--- src/rtl/keypad_pkg.sv ---
// keypad_pkg: shared types and constants for the 4x4 keypad scanner.
//   state_t       - debounce FSM states (IDLE, DEBOUNCE, PRESSED)
//   scan_result_t - classification of one full scan (EMPTY, SINGLE, MULTI)
//   NUM_ROWS / NUM_COLS - matrix geometry
//   HEX_LEGEND / hex_legend() - raw code (4*row + col) to printed key legend,
//                   used when KEYPAD_HEX_MAP_EN is defined
package keypad_pkg;

  localparam int NUM_ROWS = 4;
  localparam int NUM_COLS = 4;

  typedef enum logic [1:0] {
    IDLE,
    DEBOUNCE,
    PRESSED
  } state_t;

  typedef enum logic [1:0] {
    EMPTY,
    SINGLE,
    MULTI
  } scan_result_t;

  // Entry i (bits 4*i+3:4*i) is the legend of raw code i.
  // Row0: 1 2 3 A, row1: 4 5 6 B, row2: 7 8 9 C, row3: * 0 # D (* = E, # = F).
  localparam logic [63:0] HEX_LEGEND = {
    4'hD, 4'hF, 4'h0, 4'hE,
    4'hC, 4'h9, 4'h8, 4'h7,
    4'hB, 4'h6, 4'h5, 4'h4,
    4'hA, 4'h3, 4'h2, 4'h1
  };

  function automatic logic [3:0] hex_legend(input logic [3:0] raw);
    return HEX_LEGEND[{raw, 2'b00} +: 4];
  endfunction

endpackage

--- src/rtl/keypad_scanner_if.sv ---
// keypad_scanner_if: key report handshake between the scanner and its consumer.
//   key_code  - code of the last confirmed key
//   key_valid - new key_code available, held until acknowledged
//   key_ack   - consumer acknowledge, sampled at clk edge
//   key_held  - a confirmed key is still pressed
//   overrun   - sticky: a press was confirmed while key_valid was still high
// Modports: master = scanner side, slave = consumer side.
interface keypad_scanner_if;
  logic [3:0] key_code;
  logic       key_valid;
  logic       key_ack;
  logic       key_held;
  logic       overrun;

  modport master (
    output key_code,
    output key_valid,
    output key_held,
    output overrun,
    input  key_ack
  );

  modport slave (
    input  key_code,
    input  key_valid,
    input  key_held,
    input  overrun,
    output key_ack
  );
endinterface

--- src/rtl/sync_2ff.sv ---
// sync_2ff: two-flop synchronizer for asynchronous level inputs.
//   clk  - destination clock
//   rst  - synchronous active-high reset, loads RST_VAL into both stages
//   d    - asynchronous input
//   q    - synchronized output (two clk cycles of latency)
module sync_2ff #(
  parameter int               WIDTH   = 1,
  parameter logic [WIDTH-1:0] RST_VAL = '0
) (
  input  logic             clk,
  input  logic             rst,
  input  logic [WIDTH-1:0] d,
  output logic [WIDTH-1:0] q
);

  logic [WIDTH-1:0] meta_reg;
  logic [WIDTH-1:0] sync_reg;

  always_ff @(posedge clk) begin
    if (rst) begin
      meta_reg <= RST_VAL;
      sync_reg <= RST_VAL;
    end else begin
      meta_reg <= d;
      sync_reg <= meta_reg;
    end
  end

  assign q = sync_reg;

endmodule

--- src/rtl/keypad_scanner.sv ---
// keypad_scanner: scans a 4x4 active-low matrix keypad one row at a time,
// debounces over whole scans and reports confirmed presses via a valid/ack
// handshake.
//   clk   - system clock
//   rst   - synchronous active-high reset
//   row_n - row drive, active-low, exactly one bit low
//   col_n - column sense, active-low, asynchronous (synchronized internally)
//   kif   - keypad_scanner_if.master: key_code, key_valid, key_ack,
//           key_held, overrun
// Parameters: SCAN_DIV (clk cycles per row step, >= 4),
//             STABLE_SCANS (identical full scans to confirm press/release, >= 1)
// Build option: define KEYPAD_HEX_MAP_EN to report the printed hex legend
//               instead of the raw code 4*row + col.
module keypad_scanner
  import keypad_pkg::*;
#(
  parameter int SCAN_DIV     = 20000,
  parameter int STABLE_SCANS = 4
) (
  input  logic                     clk,
  input  logic                     rst,
  output logic [NUM_ROWS-1:0]      row_n,
  input  logic [NUM_COLS-1:0]      col_n,
  keypad_scanner_if.master         kif
);

  localparam int DIV_W  = $clog2(SCAN_DIV);
  localparam int CNT_W  = $clog2(STABLE_SCANS + 1);
  localparam int KEYS   = NUM_ROWS * NUM_COLS;

  logic [NUM_COLS-1:0] col_sync;
  logic [DIV_W-1:0]    div_cnt_reg;
  logic                tick;
  logic [1:0]          row_idx_reg;
  logic [NUM_ROWS-1:0] row_n_reg;
  logic [KEYS-1:0]     scan_acc_reg;
  logic [KEYS-1:0]     scan_word;
  logic                scan_done;

  logic [4:0]          key_count;
  logic [3:0]          key_raw;
  scan_result_t        scan_result;

  state_t              state_reg, state_next;
  logic [CNT_W-1:0]    cnt_reg, cnt_next, cnt_inc;
  logic [3:0]          cand_reg, cand_next;
  logic                confirm;
  logic [3:0]          code_out;

  logic [3:0]          key_code_reg;
  logic                key_valid_reg;
  logic                overrun_reg;

  // Columns are idle-high, so the synchronizer resets to "no key".
  sync_2ff #(
    .WIDTH   (NUM_COLS),
    .RST_VAL ({NUM_COLS{1'b1}})
  ) u_col_sync (
    .clk (clk),
    .rst (rst),
    .d   (col_n),
    .q   (col_sync)
  );

  assign tick      = (div_cnt_reg == DIV_W'(SCAN_DIV - 1));
  assign scan_done = tick && (row_idx_reg == 2'd3);

  // Scan image with the currently driven row replaced by the live column
  // sample, so the completing tick sees all four rows without waiting a cycle.
  generate
    for (genvar gi = 0; gi < NUM_ROWS; gi++) begin : g_scan_word
      assign scan_word[gi*NUM_COLS +: NUM_COLS] =
        (row_idx_reg == 2'(gi)) ? ~col_sync : scan_acc_reg[gi*NUM_COLS +: NUM_COLS];
    end
  endgenerate

  always_ff @(posedge clk) begin
    if (rst) begin
      div_cnt_reg  <= '0;
      row_idx_reg  <= 2'd0;
      row_n_reg    <= 4'b1110;
      scan_acc_reg <= '0;
    end else if (tick) begin
      div_cnt_reg  <= '0;
      row_idx_reg  <= row_idx_reg + 2'd1;
      row_n_reg    <= {row_n_reg[NUM_ROWS-2:0], row_n_reg[NUM_ROWS-1]};
      scan_acc_reg <= scan_word;
    end else begin
      div_cnt_reg  <= div_cnt_reg + DIV_W'(1);
    end
  end

  assign row_n = row_n_reg;

  // Count pressed keys and remember the (only meaningful when single) index.
  always_comb begin
    key_count = '0;
    key_raw   = '0;
    for (int i = 0; i < KEYS; i++) begin
      if (scan_word[i]) begin
        key_count = key_count + 5'd1;
        key_raw   = 4'(i);
      end
    end
    if (key_count == 5'd0) begin
      scan_result = EMPTY;
    end else if (key_count == 5'd1) begin
      scan_result = SINGLE;
    end else begin
      scan_result = MULTI;
    end
  end

  // Debounce FSM: cnt_reg counts qualifying scans while debouncing and
  // consecutive empty scans while pressed.
  always_ff @(posedge clk) begin
    if (rst) begin
      state_reg <= IDLE;
      cnt_reg   <= '0;
      cand_reg  <= '0;
    end else begin
      state_reg <= state_next;
      cnt_reg   <= cnt_next;
      cand_reg  <= cand_next;
    end
  end

  assign cnt_inc = cnt_reg + CNT_W'(1);

  always_comb begin
    state_next = state_reg;
    cnt_next   = cnt_reg;
    cand_next  = cand_reg;
    confirm    = 1'b0;
    if (scan_done) begin
      case (state_reg)
        IDLE: begin
          if (scan_result == SINGLE) begin
            cand_next = key_raw;
            if (STABLE_SCANS == 1) begin
              confirm    = 1'b1;
              state_next = PRESSED;
              cnt_next   = '0;
            end else begin
              state_next = DEBOUNCE;
              cnt_next   = CNT_W'(1);
            end
          end
        end
        DEBOUNCE: begin
          // MULTI counts as empty for press detection.
          if (scan_result != SINGLE) begin
            state_next = IDLE;
            cnt_next   = '0;
          end else if (key_raw != cand_reg) begin
            cand_next = key_raw;
            cnt_next  = CNT_W'(1);
          end else if (cnt_inc == CNT_W'(STABLE_SCANS)) begin
            confirm    = 1'b1;
            state_next = PRESSED;
            cnt_next   = '0;
          end else begin
            cnt_next = cnt_inc;
          end
        end
        PRESSED: begin
          // MULTI counts as non-empty for release detection.
          if (scan_result != EMPTY) begin
            cnt_next = '0;
          end else if (cnt_inc == CNT_W'(STABLE_SCANS)) begin
            state_next = IDLE;
            cnt_next   = '0;
          end else begin
            cnt_next = cnt_inc;
          end
        end
        default: begin
          state_next = IDLE;
          cnt_next   = '0;
        end
      endcase
    end
  end

  // A confirm always concerns the key of the completing scan.
`ifdef KEYPAD_HEX_MAP_EN
  assign code_out = hex_legend(key_raw);
`else
  assign code_out = key_raw;
`endif

  // Handshake. An ack in the same cycle as a confirm frees the slot, so the
  // new code is loaded (later assignment wins over the clear).
  always_ff @(posedge clk) begin
    if (rst) begin
      key_code_reg  <= '0;
      key_valid_reg <= 1'b0;
      overrun_reg   <= 1'b0;
    end else begin
      if (kif.key_ack && key_valid_reg) begin
        key_valid_reg <= 1'b0;
        overrun_reg   <= 1'b0;
      end
      if (confirm) begin
        if (!key_valid_reg || kif.key_ack) begin
          key_code_reg  <= code_out;
          key_valid_reg <= 1'b1;
        end else begin
          overrun_reg <= 1'b1;
        end
      end
    end
  end

  assign kif.key_code  = key_code_reg;
  assign kif.key_valid = key_valid_reg;
  assign kif.key_held  = (state_reg == PRESSED);
  assign kif.overrun   = overrun_reg;

endmodule

--- src/flat_wrapper.sv ---
// flat-port wrapper written by rule: the top's interface ports become plain ports
module keypad_scanner_flat import keypad_pkg::*;
#(
  parameter int SCAN_DIV     = 20000,
  parameter int STABLE_SCANS = 4
)
  (clk, rst, row_n, col_n, kif_key_code, kif_key_valid, kif_key_held, kif_overrun, kif_key_ack);
  keypad_scanner_if kif_i ();
  input  logic clk;
  input  logic rst;
  output logic [NUM_ROWS-1:0] row_n;
  input  logic [NUM_COLS-1:0] col_n;
  output wire logic [$bits(kif_i.key_code)-1:0] kif_key_code;
  output wire logic [$bits(kif_i.key_valid)-1:0] kif_key_valid;
  output wire logic [$bits(kif_i.key_held)-1:0] kif_key_held;
  output wire logic [$bits(kif_i.overrun)-1:0] kif_overrun;
  input wire logic [$bits(kif_i.key_ack)-1:0] kif_key_ack;
  assign kif_key_code = kif_i.key_code;
  assign kif_key_valid = kif_i.key_valid;
  assign kif_key_held = kif_i.key_held;
  assign kif_overrun = kif_i.overrun;
  assign kif_i.key_ack = kif_key_ack;
  keypad_scanner #(.SCAN_DIV(SCAN_DIV), .STABLE_SCANS(STABLE_SCANS)) u_core (.clk(clk), .rst(rst), .row_n(row_n), .col_n(col_n), .kif(kif_i));
endmodule
--- config.mk ---
export PLATFORM = sky130hd
export DESIGN_NAME = keypad_scanner_flat
export DESIGN_NICKNAME = d
export VERILOG_FILES = /design/src/rtl/keypad_pkg.sv /design/src/rtl/keypad_scanner_if.sv /design/src/rtl/sync_2ff.sv /design/src/rtl/keypad_scanner.sv /design/src/flat_wrapper.sv
export SDC_FILE = /design/constraint.sdc
export NUM_CORES = 1
export LEC_CHECK = 0
export ABC_AREA = 1
export BUFFER_PORTS_ARGS = -buffer_cell sky130_fd_sc_hd__buf_2
export CELL_PAD_IN_SITES_DETAIL_PLACEMENT = 0
export CELL_PAD_IN_SITES_GLOBAL_PLACEMENT = 1
export CORE_MARGIN = 3
export CORE_UTILIZATION = 30
export DETAILED_ROUTE_END_ITERATION = 6
export GPL_TIMING_DRIVEN = 0
export PLACE_DENSITY_LB_ADDON = 0.3
export SETUP_SLACK_MARGIN = 0.2
export SLEW_MARGIN = 10
export SYNTH_ARGS = -nofsm -noshare
export SYNTH_HDL_FRONTEND = slang
export SYNTH_SLANG_ARGS = --single-unit
--- constraint.sdc ---
create_clock -name clk -period 8.4 [get_ports clk]
set_input_delay 0.84 -clock clk [delete_from_list [all_inputs] [get_ports clk]]
set_output_delay 0.84 -clock clk [all_outputs]
set_load 0.1 [all_outputs]
==> results.yml <==
final_layout:
  fillers: 1430
  drive_above_1_share_pct: 38.4
  largest_reg_flops: 16
  antenna_cells: 0
  area_growth_pct: 52.2
  stdcell_area_um2: 6970
  layout.nets: 904
timing:
  worstMarginPinSlew_ps: 831
  slew-limit-headroom_pct: 44.0
  period_share_pct: 101
  hold_violations: 0
  rsz0062_at_grt: "yes"
  holdWs_ps: 405
  fin_crit_ps: 8510
  timing.fmax_mhz: 118
  finalMaxSlewViolations: 0
  setup_viol: 13
  finalWorstSetupSlack_ps: -110
  timing.setup.tns_ps: -967
  skew_ps: 5.73
synthesis:
  synthDistinctLibCells: 40
  synth-edff-count: 0
  synth_flop_cell: "dfxtp_1"
  avgSynthCellArea_um2: 6.21
  yosys_warnings: 0
  synth_largest_area_cell: "dfxtp_1"
  syn_area_um2: 4580
  synth_seq_cells: 60
  seq_area_frac_synth_pct: 26.2
  synth_area_leaders: "dfxtp_1 26%, nand2_1 15%, inv_1 9.3%"
  syn_nets: 766
  synthArstFlopShare_pct: 0
  synth_top_area_share_pct: 26.2
  syn_inst: 738
route:
  wire_per_inst_um: 12.8
  drc: 0
  first_pass_iters: 4
  totalWireLength_mm: 13.6
  vias_per_cell: 4.74
  ant_nets: 0
  dr_total_vias: 5049
  drt_iter0_drc: 214
critical_path:
  worstSetupPathType: "flop to flop"
  cp_slowest_cell: "dfxtp_2"
  cp_top_family: "simple AND/OR/NAND/NOR gates"
  critPathBufInv: 12
  end_kind: "flop"
  worstPathMaxFanout: 5
  slowest_delay_ps: 330
  crit_arrival_ps: 8730
  critPathLaunchType: "flop"
  cp.required_ps: 8620
die:
  die_area_um2: 16800
  dieWidth_um: 130
  coreArea_um2: 14800
  die_h_um: 130
  row_count: 44
  floorplan.initialDensity_pct: 31.1
  num_io_pins: 18
grt:
  met1_usage_pct: 20.8
  grt-busiest-layer: "met2"
  grt_max_degree: 11
  grt_pass1_wl_mm: 22.5
  met2_usage_pct: 27.4
  grtUsageTotal_pct: 16.3
  grt_overflow_total: 0
  met3_usage_pct: 2.23
  antenna_found_initial: 0
  grt_pass1_vias: 4915
power_and_ir_drop:
  power_density_nw_per_um2: 123
  p_switching_mw: 0.208
  power_frac_seq_pct: 33.8
  switching_share_pct: 24.2
  power.share.clock_pct: 47.4
  p_leak_nw: 3.45
  ir_drop_v: 0.000120
  p_int_mw: 0.652
  p_comb_share_pct: 18.8
  power_mw: 0.860
worst_hold_path:
  hp-class: "flop to flop"
placement:
  placed_cell_area_um2: 5060
  portBuffers: 17
  routabilityCongestion: 0.796
  hpwlAfterDp_mm: 8.52
  place_ws_ps: -656
clock_network:
  hold_buffers: 0
  cts_tree: "done"
  cts_buffers: 9
  insertion_delay_ps: 330
  clock_path_buffers: 2
  clock-sinks: 60
  clk_pin_slew_ps: 50
  htreeDepth: 3
  cts-root-buf: "clkbuf_16"
status:
  failed_checks: "negative setup slack"
  status: "finished, violations left"
job:
  max_cap_viol_count: 0
## per-layer routing
metal	vias up	part of all wire, %	wire (µm)
li1	2626	-	-
met1	2304	47	6380
met2	86	47	6420
met3	33	2.4	328
met4	0	3.3	450
met5	-	0	0
## synthesized netlist by cell type, types with 2 or more instances
cell type	n
or2_2	18
nand2_2	28
nor2_4	3
nand2_4	4
clkbuf_1	9
o21ai_2	5
nand3_1	78
a21oi_1	25
xnor2_1	4
buf_2	2
nor2_1	85
o21ai_0	22
nand2_1	182
inv_4	2
nor3_1	7
ha_1	21
xor2_1	2
nand3b_1	6
o21ai_1	8
inv_1	114
nand4_1	8
a211oi_1	15
nand3_2	11
dfxtp_1	60
inv_2	3
a21oi_2	2
## repair_timing
| action | CTS | global route |
|---|---|---|
| resized for setup | 77 | 88 |
| pin swaps | 46 | 55 |
| endpoints found under the setup margin | 15 | 15 |
| setup buffers | 96 | 13 |
| cloned | 1 | 0 |
## path summary, 6_finish.rpt
kind                                                          startpoint                             endpoint  slack [ps]  cells past startpoint
worst min-delay path            u_core.u_col_sync.meta_reg[3]$_SDFF_PP1_    u_core.u_col_sync.q[3]$_SDFF_PP1_         400                      1
worst max register to register        u_core.row_idx_reg[1]$_SDFFE_PP0N_  u_core.kif.key_code[1]$_SDFFE_PP0P_        -110                     64
worst min register to register  u_core.u_col_sync.meta_reg[3]$_SDFF_PP1_    u_core.u_col_sync.q[3]$_SDFF_PP1_         400                      1
worst max-delay path                  u_core.row_idx_reg[1]$_SDFFE_PP0N_  u_core.kif.key_code[1]$_SDFFE_PP0P_        -110                     64
## power groups by stage
| stage | clock [mW] | combinational, mW | sequential (mW) |
|---|---|---|---|
| after floorplan | 0 | 0.0603 | 0.296 |
| after global placement | 0 | 0.0736 | 0.297 |
| after detailed placement | 0 | 0.0753 | 0.297 |
| after CTS | 0.417 | 0.131 | 0.291 |
| after global routing | 0.428 | 0.176 | 0.291 |
| final | 0.408 | 0.162 | 0.291 |
## cells by family after synthesis
group | synth area share (%)
adder cells (fa/ha/maj) | 5.73
XOR/XNOR | 1.15
AO/OA/AOI/OAI | 11.0
flip-flops | 26.2
AND/OR/NAND/NOR | 44.7
buffers and inverters | 11.1
## layout by cell type, fill, tap and decap left out, types with 29 or more instances in the layout
cell type  instances
nor2_1            80
buf_4             78
nand2_2           49
nand2_4           29
dfxtp_1           58
nand3_1           57
inv_1             98
nand2_1          134
buf_6             29
## layout make-up
| cell class | instances | area (µm²) | share of cell area (%) |
|---|---|---|---|
| multi-input cells | 546 | 3590 | 51.4 |
| flip-flops and latches | 60 | 1200 | 17.3 |
| repair buffers | 127 | 1070 | 15.3 |
| inverters | 120 | 483 | 6.93 |
| clock buffers | 12 | 267 | 3.82 |
| well taps | 184 | 230 | 3.30 |
| clock inverters | 4 | 70.1 | 1.00 |
| plain buffers | 12 | 63.8 | 0.915 |
## through the flow
step	utilization, %	cells
2_1_floorplan	-	738
3_3_place_gp	34.3	939
3_5_place_dp	34.3	939
4_1_cts	44.0	1052
5_1_grt	47.3	1065
6_report	47.3	1065
Power figures use the tool's default switching activity.
